`config.mk`:
```
export PLATFORM = sky130hd
export DESIGN_NAME = nbit_alu
export DESIGN_NICKNAME = d
export VERILOG_FILES = /design/src/rtl/nbit_alu_pkg.sv /design/src/rtl/nbit_alu_core.sv /design/src/rtl/nbit_alu.sv
export SDC_FILE = /design/constraint.sdc
export NUM_CORES = 1
export LEC_CHECK = 0
export ABC_AREA = 1
export BUFFER_PORTS_ARGS = -buffer_cell sky130_fd_sc_hd__buf_4
export CELL_PAD_IN_SITES_DETAIL_PLACEMENT = 0
export CELL_PAD_IN_SITES_GLOBAL_PLACEMENT = 1
export CORE_MARGIN = 1
export CORE_UTILIZATION = 39
export CTS_CLUSTER_DIAMETER = 60
export DETAILED_ROUTE_END_ITERATION = 10
export HOLD_SLACK_MARGIN = 0.08
export PLACE_DENSITY = 0.7
export SLEW_MARGIN = 20
export SYNTH_ARGS = -nofsm -noshare
export SYNTH_HDL_FRONTEND = slang
export SYNTH_SLANG_ARGS = --single-unit
```
`constraint.sdc`:
```
create_clock -name clk -period 25.5 [get_ports clk]
set_input_delay 1.275 -clock clk [delete_from_list [all_inputs] [get_ports clk]]
set_output_delay 1.275 -clock clk [all_outputs]
set_load 0.05 [all_outputs]
```
`src/rtl/nbit_alu_pkg.sv`:
```
// Shared opcode encodings and flag bundle for the N-bit ALU.
// Imported by the combinational core and the registered top.
package nbit_alu_pkg;

    typedef enum logic [3:0] {
        OP_ADD     = 4'b0000,
        OP_SUB     = 4'b0001,
        OP_MUL     = 4'b0010,
        OP_DIV     = 4'b0011,
        OP_AND     = 4'b0100,
        OP_OR      = 4'b0101,
        OP_XOR     = 4'b0110,
        OP_NOR     = 4'b0111,
        OP_NOT     = 4'b1000,
        OP_GT      = 4'b1001,
        OP_LT      = 4'b1010,
        OP_RSVD_B  = 4'b1011,
        OP_LSL     = 4'b1100,
        OP_LSR     = 4'b1101,
        OP_ASR     = 4'b1110,
        OP_RSVD_F  = 4'b1111
    } alu_op_e;

    typedef struct packed {
        logic z;
        logic n;
        logic c;
        logic v;
    } alu_flags_t;

endpackage

```
`src/rtl/nbit_alu_core.sv`:
```
// Combinational ALU datapath: arithmetic, logic, compare, shifts and Z/N/C/V flags.
// Carry is only meaningful for unsigned arithmetic, overflow only for signed.
module nbit_alu_core
    import nbit_alu_pkg::*;
#(
    parameter int NUM_BITS = 8
) (
    input  logic [NUM_BITS-1:0] a,
    input  logic [NUM_BITS-1:0] b,
    input  logic                signed_mode,
    input  logic [3:0]          opcode,
    output logic [NUM_BITS-1:0] result,
    output alu_flags_t          flags
);

    localparam int W = NUM_BITS;

    alu_op_e             op;
    logic [W:0]          sum;
    logic [W:0]          diff;
    logic [2*W-1:0]      prod_u;
    logic signed [2*W-1:0] prod_s;
    logic [W-1:0]        quot_u;
    logic [W-1:0]        quot_s;
    logic                div_by_zero;
    logic                div_ovf;
    logic                gt;
    logic                lt;
    logic                c;
    logic                v;

    assign op     = alu_op_e'(opcode);
    assign sum    = {1'b0, a} + {1'b0, b};
    // Extra MSB of the difference is the unsigned borrow.
    assign diff   = {1'b0, a} - {1'b0, b};
    assign prod_u = {{W{1'b0}}, a} * {{W{1'b0}}, b};
    assign prod_s = $signed({{W{a[W-1]}}, a}) * $signed({{W{b[W-1]}}, b});

    // Quotients are only selected when the divisor is nonzero and no overflow.
    assign quot_u      = a / b;
    assign quot_s      = $signed(a) / $signed(b);
    assign div_by_zero = (b == '0);
    assign div_ovf     = signed_mode && (a == {1'b1, {(W-1){1'b0}}}) && (b == '1);

    assign gt = signed_mode ? ($signed(a) > $signed(b)) : (a > b);
    assign lt = signed_mode ? ($signed(a) < $signed(b)) : (a < b);

    always_comb begin
        result = '0;
        c      = 1'b0;
        v      = 1'b0;
        case (op)
            OP_ADD: begin
                result = sum[W-1:0];
                if (signed_mode) v = (a[W-1] == b[W-1]) && (sum[W-1] != a[W-1]);
                else             c = sum[W];
            end
            OP_SUB: begin
                result = diff[W-1:0];
                if (signed_mode) v = (a[W-1] != b[W-1]) && (diff[W-1] != a[W-1]);
                else             c = diff[W];
            end
            OP_MUL: begin
                result = prod_u[W-1:0];
                // Signed product fits iff it equals the sign extension of its low half.
                if (signed_mode) v = (prod_s != {{W{prod_s[W-1]}}, prod_s[W-1:0]});
                else             c = (prod_u[2*W-1:W] != '0);
            end
            OP_DIV: begin
                if (div_by_zero || div_ovf) v = 1'b1;
                else result = signed_mode ? quot_s : quot_u;
            end
            OP_AND:  result = a & b;
            OP_OR:   result = a | b;
            OP_XOR:  result = a ^ b;
            OP_NOR:  result = ~(a | b);
            OP_NOT:  result = ~a;
            OP_GT:   result = {{(W-1){1'b0}}, gt};
            OP_LT:   result = {{(W-1){1'b0}}, lt};
            OP_LSL: begin
                result = {a[W-2:0], 1'b0};
                c      = a[W-1];
            end
            OP_LSR: begin
                result = {1'b0, a[W-1:1]};
                c      = a[0];
            end
            OP_ASR: begin
                result = {a[W-1], a[W-1:1]};
                c      = a[0];
            end
            default: result = '0;
        endcase
    end

    assign flags.z = (result == '0);
    assign flags.n = signed_mode & result[W-1];
    assign flags.c = c;
    assign flags.v = v;

endmodule

```
`src/rtl/nbit_alu.sv`:
```
// Registered N-bit ALU: one-cycle latency, a new operation accepted every cycle.
// Reset clears result and all flags (Z included) rather than deriving Z from zero.
module nbit_alu
    import nbit_alu_pkg::*;
#(
    parameter int NUM_BITS = 8
) (
    input  logic                clk,
    input  logic                rst,
    input  logic [NUM_BITS-1:0] A,
    input  logic [NUM_BITS-1:0] B,
    input  logic                signed_mode,
    input  logic [3:0]          opcode,
    output logic [NUM_BITS-1:0] Result,
    output logic                Z,
    output logic                N,
    output logic                C,
    output logic                V
);

    logic [NUM_BITS-1:0] core_result;
    alu_flags_t          core_flags;

    nbit_alu_core #(
        .NUM_BITS (NUM_BITS)
    ) u_core (
        .a           (A),
        .b           (B),
        .signed_mode (signed_mode),
        .opcode      (opcode),
        .result      (core_result),
        .flags       (core_flags)
    );

    always_ff @(posedge clk) begin
        if (rst) begin
            Result <= '0;
            Z      <= 1'b0;
            N      <= 1'b0;
            C      <= 1'b0;
            V      <= 1'b0;
        end else begin
            Result <= core_result;
            Z      <= core_flags.z;
            N      <= core_flags.n;
            C      <= core_flags.c;
            V      <= core_flags.v;
        end
    end

endmodule

```
==> results of run 1 <==
per-stage QoR:
step                      utilization [%]  cells  area (µm²)
after detailed placement            41.76   1875       10580
after CTS                           42.12   1879       10670
final                               42.12   1879       10670
after floorplan                         -   1543       10110
after global routing                42.12   1879       10670
after global placement              41.76   1875       10580
cell type report:
cell class	count	area (µm²)
clock buffers	4	88.84
well taps	330	412.9
flip-flops and latches	12	240.2
fillers	2762	14660
inverters	311	1170
multi-input cells	1188	8499
repair buffers	34	255.2
power groups by stage:
stage | sequential [µW] | clock, µW | combinational (µW)
floorplan | 27.3 | 0 | 538
global placement | 21.3 | 0 | 686
detailed placement | 21.4 | 0 | 688
CTS | 21.1 | 31.2 | 693
global route | 21.2 | 32.2 | 808
finish | 21.0 | 30.8 | 690
layout by cell type, fill, tap and decap left out, types with 4 or more instances in the layout:
cell	netlist	routed
nand2_1	356	356
inv_1	293	293
ha_1	162	162
nor2_1	103	103
nand3_1	88	88
a21oi_1	86	86
fa_1	85	85
o21ai_0	65	65
xor2_1	36	36
buf_4	4	34
nor3_1	22	22
o21ai_1	20	20
nand2_2	17	17
inv_2	16	16
xnor2_1	16	16
dfxtp_1	12	12
o21ai_2	12	12
or2_2	12	12
nand4_1	11	11
a31oi_1	10	10
nor4_1	8	8
nand3_2	7	7
nand3b_1	7	7
nor2_4	6	6
a21o_1	6	6
o31ai_1	5	5
o22ai_1	5	5
o21bai_1	4	4
and2_1	4	4
a221oi_1	4	4
flip-flops by register name, indices dropped and copies added (netlist names):
| register | cells |
|---|---|
| Z | 1 |
| Result | 8 |
| N | 1 |
| C | 1 |
| V | 1 |
per-layer routing:
| layer | routed length, µm | share of wire (%) | vias to the layer above |
|---|---|---|---|
| li1 | - | - | 4934 |
| met1 | 15600 | 50 | 4463 |
| met2 | 13860 | 44 | 163 |
| met3 | 1304 | 4.2 | 26 |
| met4 | 397 | 1.3 | 0 |
| met5 | 0 | 0 | - |
cells by family (layout without fill, tap and decap cells):
family	Yosys count	in the layout
adders and majority gates	247	247
DFF	12	12
buffers and inverters	343	349
and+or+nand+nor	655	655
xor gates and xnor gates	52	52
AOI/OAI and AO/OA	234	234
worst paths after layout:
path,startpoint,endpoint,cells after the start
min,rst,V$_SDFF_PP0_,2
max,B[1],Z$_SDFF_PP0_,77
==> impl_metrics.py, run 1 <==
metrics = {
    "run_status": {
        "outcome": "complete, no violations",
    },
    "clock_tree": {
        "clk_pin_slew_ns": 0.04,
        "cts.sinks": 12,
        "cts_made_buffers": 3,
        "ctsRootBufferMaster": "clkbuf_16",
        "cts_max_level": 1,
        "holdBufCountCts": 0,
        "cts_buffer_depth": 2,
        "cts_tree": "done",
        "post_cts_buffers": 0,
        "post_cts_resized": 0,
    },
    "sta": {
        "fmax_mhz": 76.49,
        "whs_ns": 1.297,
        "slew_viol_final": 0,
        "fin_crit_sh_pct": 51.27,
        "rsz0062_at_grt": "no",
        "tns_ns": 0,
        "layout_setup_ws_ns": 12.43,
        "tightest_slew_ns": 0.7842,
        "final-setup-viol-count": 0,
        "final_hold_viol_count": 0,
        "min_period_ns": 13.07,
        "max_slew_margin_pct": 47.28,
    },
    "critical_path": {
        "crit_arrival_ns": 13.24,
        "critical_path.max_fanout": 15,
        "critPathCaptureType": "flop",
        "path_buf_inv": 9,
        "slowest_delay_ns": 0.40,
        "critPathLaunchType": "input port",
        "crit_required_ns": 25.67,
        "crit_top_cell": "nand2_1",
        "critPathKind": "in2reg",
        "cp_top_family": "simple AND/OR/NAND/NOR gates",
        "crit_slowest_cell": "or2_2",
    },
    "synth": {
        "yosys.area_share.simple_pct": 29.35,
        "synth_compound_area_share_pct": 13.34,
        "synth_area_leaders": "ha_1 20%, fa_1 17%, nand2_1 13%",
        "synth_edf_count": 0,
        "yosysTopAreaCell": "ha_1",
        "synth_fa_ha_area_share_pct": 36.89,
        "synthCells": 1543,
        "ys_seq_area_share_pct": 2.377,
        "synthXorXnorAreaFrac_pct": 4.506,
        "synth.top_cell.area_share_pct": 20.05,
        "synthesis.nets": 1813,
        "synth_area_um2": 10110,
        "synth.avg_cell_area_um2": 6.550,
        "yosys_register_bits": 12,
        "yosys-top-cells-count": "356 x nand2_1, 293 x inv_1, 162 x ha_1, 103 x nor2_1, 88 x nand3_1",
        "synthFlopType": "dfxtp_1",
        "async_flop_share_pct": 0,
        "ys_warn_count": 0,
        "synthMuxAreaShare_pct": 0,
        "synth_cell_types": 52,
        "synth.most_common_cell": "nand2_1",
        "synth_top_family_by_area": "adder cells",
    },
    "grt": {
        "grt_max_degree": 29,
        "grt_pass1_wl_mm": 51.03,
        "use_met2_pct": 40.43,
        "grtUsageMet3_pct": 1.935,
        "grt_pass1_vias": 9539,
        "antenna_found_initial": 0,
        "overflow": 0,
        "busiest_layer": "met2",
        "grt_use_met1_pct": 34.95,
        "track_usage_pct": 24.43,
    },
    "placement": {
        "port_buffers": 34,
        "pre_cts_slack_ns": 12.34,
        "dpl.hpwl_mm": 26.20,
        "gp_congestion": 0.9355,
    },
    "power_and_ir_drop": {
        "p_int_uw": 299.7,
        "p_clk_share_pct": 4.2,
        "power_uw": 742.1,
        "power.switching_uw": 442.3,
        "pwr_density_cell_nw_per_um2": 69.57,
        "ir_drop_uv": 42.22,
        "leakage_uw": 0.006041,
        "seq_power_share_pct": 2.8,
        "comb_power_share_pct": 93.0,
        "swShare_pct": 59.61,
    },
    "routing": {
        "drt_first_pass_iters": 5,
        "vias": 9586,
        "drtAntennaViolNets": 0,
        "routed_wirelength_mm": 31.17,
        "routedWlPerCell_um": 16.59,
        "route.detailed.drc": 0,
        "drtIter0Drc": 575,
        "vias_per_cell": 5.102,
    },
    "die": {
        "start_util_pct": 39.91,
        "die_area_um2": 26560,
        "rows": 58,
        "die_h_um": 163.0,
        "fp.dieW_um": 163.0,
        "core_um2": 25330,
        "pin_count": 35,
    },
    "cells_and_area": {
        "fin_nets": 1820,
        "area_growth_pct": 5.534,
        "diodes": 0,
        "drive_above_1_share_pct": 8.005,
    },
    "hold_path": {
        "hold_path.class": "in2reg",
    },
    "flow_run": {
        "cap_violations": 0,
    },
}
No activity file was read; power rests on OpenSTA's default activity.
==> run 2, diff against run 1 <==
PLACE_DENSITY = 0.73   (was 0.7)
clock period = 11.4 ns   (was 25.5 ns; I/O delays follow)
==> impl_metrics.py, run 2 (synthesis results as in run 1) <==
metrics = {
    "grt": {
        "overflow": 0,
        "track_usage_pct": 24.19,
        "antenna_found_initial": 0,
        "grt_pass1_wl_mm": 50.40,
        "grt_max_degree": 29,
        "grt_pass1_vias": 9496,
    },
    "die": {
        "die_h_um": 163.0,
        "start_util_pct": 39.91,
        "fp.dieW_um": 163.0,
        "pin_count": 35,
        "core_um2": 25330,
        "rows": 58,
        "die_area_um2": 26560,
    },
    "placement": {
        "port_buffers": 34,
        "dp_cells": 1910,
        "gp_congestion": 0.9893,
        "dpl.hpwl_mm": 26.48,
    },
    "power_and_ir_drop": {
        "power.switching_uw": 1048,
        "leakage_uw": 0.006302,
        "swShare_pct": 58.50,
        "ir_drop_uv": 101.9,
        "seq_power_share_pct": 2.6,
        "comb_power_share_pct": 93.5,
        "pwr_density_cell_nw_per_um2": 158.1,
        "p_clk_share_pct": 3.9,
        "p_int_uw": 743.2,
    },
    "critical_path": {
        "crit_top_cell": "nand2_1",
        "cp_top_family": "simple AND/OR/NAND/NOR gates",
        "critPathCaptureType": "flop",
        "crit_arrival_ns": 10.86,
        "slowest_delay_ns": 0.36,
        "critPathKind": "in2reg",
        "crit_required_ns": 11.57,
        "path_buf_inv": 10,
        "critPathLaunchType": "input port",
        "crit_slowest_cell": "ha_1",
        "critical_path.max_fanout": 8,
    },
    "hold_path": {
        "hold_path.class": "in2reg",
    },
    "cells_and_area": {
        "final_core_util_pct": 44.74,
        "largest_reg_flops": 8,
        "seqCellArea_um2": 240.2,
        "multi_input_area_um2": 8826,
        "area_growth_pct": 12.11,
        "final_cell_mix": "347 x nand2_1, 290 x inv_1, 155 x ha_1",
        "diodes": 0,
        "fin_nets": 1869,
        "drive_above_1_share_pct": 13.70,
        "num-fill-cells": 2674,
        "fin_cells": 1928,
        "final_common_cell": "nand2_1",
        "regMostFlops": "Result",
    },
    "routing": {
        "drtIter0Drc": 674,
        "vias_per_cell": 5.200,
        "vias": 10030,
        "routedWlPerCell_um": 16.57,
        "drt_first_pass_iters": 5,
        "routed_wirelength_mm": 31.95,
        "route.detailed.drc": 0,
        "drtAntennaViolNets": 0,
    },
    "clock_tree": {
        "ctsRootBufferMaster": "clkbuf_16",
        "cts.sinks": 12,
        "cts_tree": "done",
        "cts_buffer_depth": 2,
        "cts_max_level": 1,
        "clk_pin_slew_ns": 0.04,
        "cts_made_buffers": 3,
    },
    "sta": {
        "min_period_ns": 10.69,
        "fmax_mhz": 93.58,
        "slew_viol_final": 0,
        "max_slew_margin_pct": 47.69,
        "tightest_slew_ns": 0.7818,
        "final-setup-viol-count": 0,
        "tns_ns": 0,
        "final_hold_viol_count": 0,
        "fin_crit_sh_pct": 93.74,
    },
    "run_status": {
        "outcome": "complete, no violations",
    },
    "flow_run": {
        "cap_violations": 0,
    },
}
==> run 2: cell types whose count changed in the layout (fill, tap and decap cells not counted), moves of 7 or more <==
cell / previous run / this run
nor2_1: 103 / 96
nand2_2: 17 / 25
nand2_1: 356 / 347
ha_1: 162 / 155
ha_4: 0 / 7
buf_4: 34 / 79
==> run 2: final cells by class <==
class                   count  share of cell area [%]
multi-input cells        1192                   77.89
clock buffers               4                  0.7840
well taps                 330                   3.644
flip-flops and latches     12                   2.120
repair buffers             79                   5.234
inverters                 311                   10.32
==> run 2: worst paths after layout <==
path	startpoint	endpoint	slack [ns]	cells past startpoint
max	A[3]	Z$_SDFF_PP0_	0.71	79
min	rst	V$_SDFF_PP0_	0.58	2
==> run 2: per-layer routing <==
metal | vias up | global-route usage, % | wire length, µm
met1 | 4626 | 35.76 | 15700
li1 | 5042 | - | -
met5 | - | 0 | 0
met2 | 313 | 38.12 | 13620
met3 | 45 | 1.732 | 1878
met4 | 0 | 5.140 | 756
==> run 2: what timing repair did <==
item	CTS	global route
buffers inserted	0	10
hold buffers	0	0
gates cloned	0	4
resized for setup	3	60
setup endpoints to repair	1	10
pin swaps	0	20
==> run 2: power groups by stage <==
| stage | Combinational [µW] | Clock, µW | Sequential [µW] |
|---|---|---|---|
| 3_5_place_dp | 1550 | 0 | 47.7 |
| 5_1_grt | 1930 | 73.4 | 47.4 |
| 4_1_cts | 1560 | 70.2 | 47.1 |
| 3_3_place_gp | 1540 | 0 | 47.7 |
| 6_report | 1670 | 69.1 | 47.1 |
| 2_1_floorplan | 1200 | 0 | 61.1 |
==> run 2: metrics by stage <==
step,hold slack (ns),instance area [µm²],setup WS [ns],total power (µW)
floorplan,0.7236,10110,0.9449,1265
global placement,0.8328,10840,0.01981,1589
detailed placement,0.8220,10840,-0.3638,1595
CTS,0.5763,10930,0.04818,1677
global route,0.5938,11330,-0.05955,2047
finish,0.5804,11330,0.7140,1791
==> run 3, diff against run 2 <==
BUFFER_PORTS_ARGS = default   (was -buffer_cell sky130_fd_sc_hd__buf_4)
DONT_BUFFER_PORTS = 1   (was default)
PLACE_DENSITY = 0.71   (was 0.73)
==> impl_metrics.py, run 3 (synthesis results as in run 1) <==
metrics = {
    "run_status": {
        "outcome": "complete, no violations",
    },
    "critical_path": {
        "crit_top_cell": "nand2_1",
        "crit_slowest_cell": "ha_1",
        "critPathLaunchType": "input port",
        "slowest_delay_ns": 0.33,
        "critPathKind": "in2reg",
        "critPathCaptureType": "flop",
        "critPathLaunch": "A[2]",
        "crit_arrival_ns": 10.76,
        "crit_required_ns": 11.57,
        "cp-endpoint": "Z$_SDFF_PP0_",
        "critical_path.max_fanout": 16,
    },
    "placement": {
        "port_buffers": 0,
        "gp_congestion": 0.9293,
        "dpl.hpwl_mm": 25.35,
        "place_area_um2": 10470,
    },
    "cells_and_area": {
        "fin_nets": 1820,
        "largest_reg_flops": 8,
        "final_common_cell": "nand2_1",
        "final_cell_mix": "353 x nand2_1, 292 x inv_1, 155 x ha_1",
        "drive_above_1_share_pct": 10.07,
        "regMostFlops": "Result",
        "area_growth_pct": 7.452,
        "final_area_um2": 10860,
        "diodes": 0,
    },
    "routing": {
        "route.layer.met1.wl_mm": 14.67,
        "top_layer_used": "met4",
        "wl_met3_mm": 1.817,
        "routed_wirelength_mm": 30.47,
        "vias_per_cell": 5.110,
        "routedWlPerCell_um": 16.21,
        "drtIter0Drc": 511,
        "vias": 9601,
        "drt_first_pass_iters": 5,
        "drtAntennaViolNets": 0,
        "wl_met2_mm": 13.25,
        "route.detailed.drc": 0,
    },
    "grt": {
        "grt_max_degree": 29,
        "overflow": 0,
        "track_usage_pct": 23.30,
        "grt_pass1_wl_mm": 48.36,
        "antenna_found_initial": 0,
        "grt_pass1_vias": 9186,
    },
    "die": {
        "die_h_um": 163.0,
        "rows": 58,
        "fp.dieW_um": 163.0,
        "pin_count": 35,
        "start_util_pct": 39.91,
        "die_area_um2": 26560,
        "core_um2": 25330,
    },
    "hold_path": {
        "hold_path.class": "in2reg",
    },
    "flow_run": {
        "cap_violations": 0,
    },
    "sta": {
        "min_period_ns": 10.59,
        "slew_viol_final": 0,
        "whs_ns": 0.4041,
        "fmax_mhz": 94.45,
        "final-setup-viol-count": 0,
        "tns_ns": 0,
        "fin_crit_sh_pct": 92.88,
        "tightest_slew_ns": 0.7714,
        "final_hold_viol_count": 0,
        "max_slew_margin_pct": 48.38,
    },
    "clock_tree": {
        "cts_max_level": 1,
        "clk_pin_slew_ns": 0.04,
        "ctsRootBufferMaster": "clkbuf_16",
        "cts_made_buffers": 3,
        "cts.sinks": 12,
        "cts_tree": "done",
        "cts_buffer_depth": 2,
    },
    "power_and_ir_drop": {
        "power_uw": 1674,
        "pwr_density_cell_nw_per_um2": 154.2,
        "ir_drop_uv": 109.7,
        "leakage_uw": 0.006052,
    },
}
run 3: final cells by class:
type                       instances  area, µm²
clock buffer                       4      88.84
fill                            2760      14470
inverter                         311       1170
multi-input combinational       1190       8705
sequential                        12      240.2
tap                              330      412.9
timing repair buffer              32      244.0
run 3: layer usage:
layer / GRT usage, % / vias up
met3: 2.521 / 34
met4: 5.650 / 0
met5: 0 / -
li1: - / 4935
met1: 33.03 / 4385
met2: 37.49 / 247
run 3: how the worst min path moves through the flow:
| stage | slack, ns | depth (start not counted) | to | startpoint |
|---|---|---|---|---|
| after floorplan | 0.72 | 3 | Result[7]$_SDFF_PP0_ | rst |
| after global placement | 0.65 | 1 | Result[0]$_SDFF_PP0_ | rst |
| after detailed placement | 0.65 | 1 | Result[3]$_SDFF_PP0_ | rst |
| after CTS | 0.40 | 1 | Result[0]$_SDFF_PP0_ | rst |
| after global routing | 0.40 | 1 | Result[3]$_SDFF_PP0_ | rst |
| final | 0.40 | 1 | Z$_SDFF_PP0_ | rst |
run 3: metrics by stage:
step                instances  utilization (%)  worst slack, ns
floorplan                1543                -           0.9449
CTS                      1864            41.67           0.1943
global route             1879            42.88          -0.1130
detailed placement       1860            41.32        -0.007964
global placement         1860            41.32           0.2400
finish                   1879            42.88           0.8118
run 3: worst max-delay path: cells and delay by family:
kind / cells / cell delay (ns)
xor gates and xnor gates: 1 / 0.14
adders and majority gates: 9 / 2.42
AOI/OAI and AO/OA: 8 / 1.01
and+or+nand+nor: 52 / 6.08
buffers and inverters: 6 / 0.50
run 3: power breakdown:
group | leakage (µW) | total (µW) | internal, µW | switching [µW]
Clock | 0.0000442 | 68.4 | 52.7 | 15.7
Combinational | 0.00591 | 1550 | 599 | 947
Sequential | 0.0000984 | 60.7 | 46.0 | 14.7
run 3: timing repair:
item | in CTS | in global routing
hold buffers | 0 | 0
setup buffers | 0 | 13
resized for setup | 0 | 42
setup endpoints to repair | 0 | 10
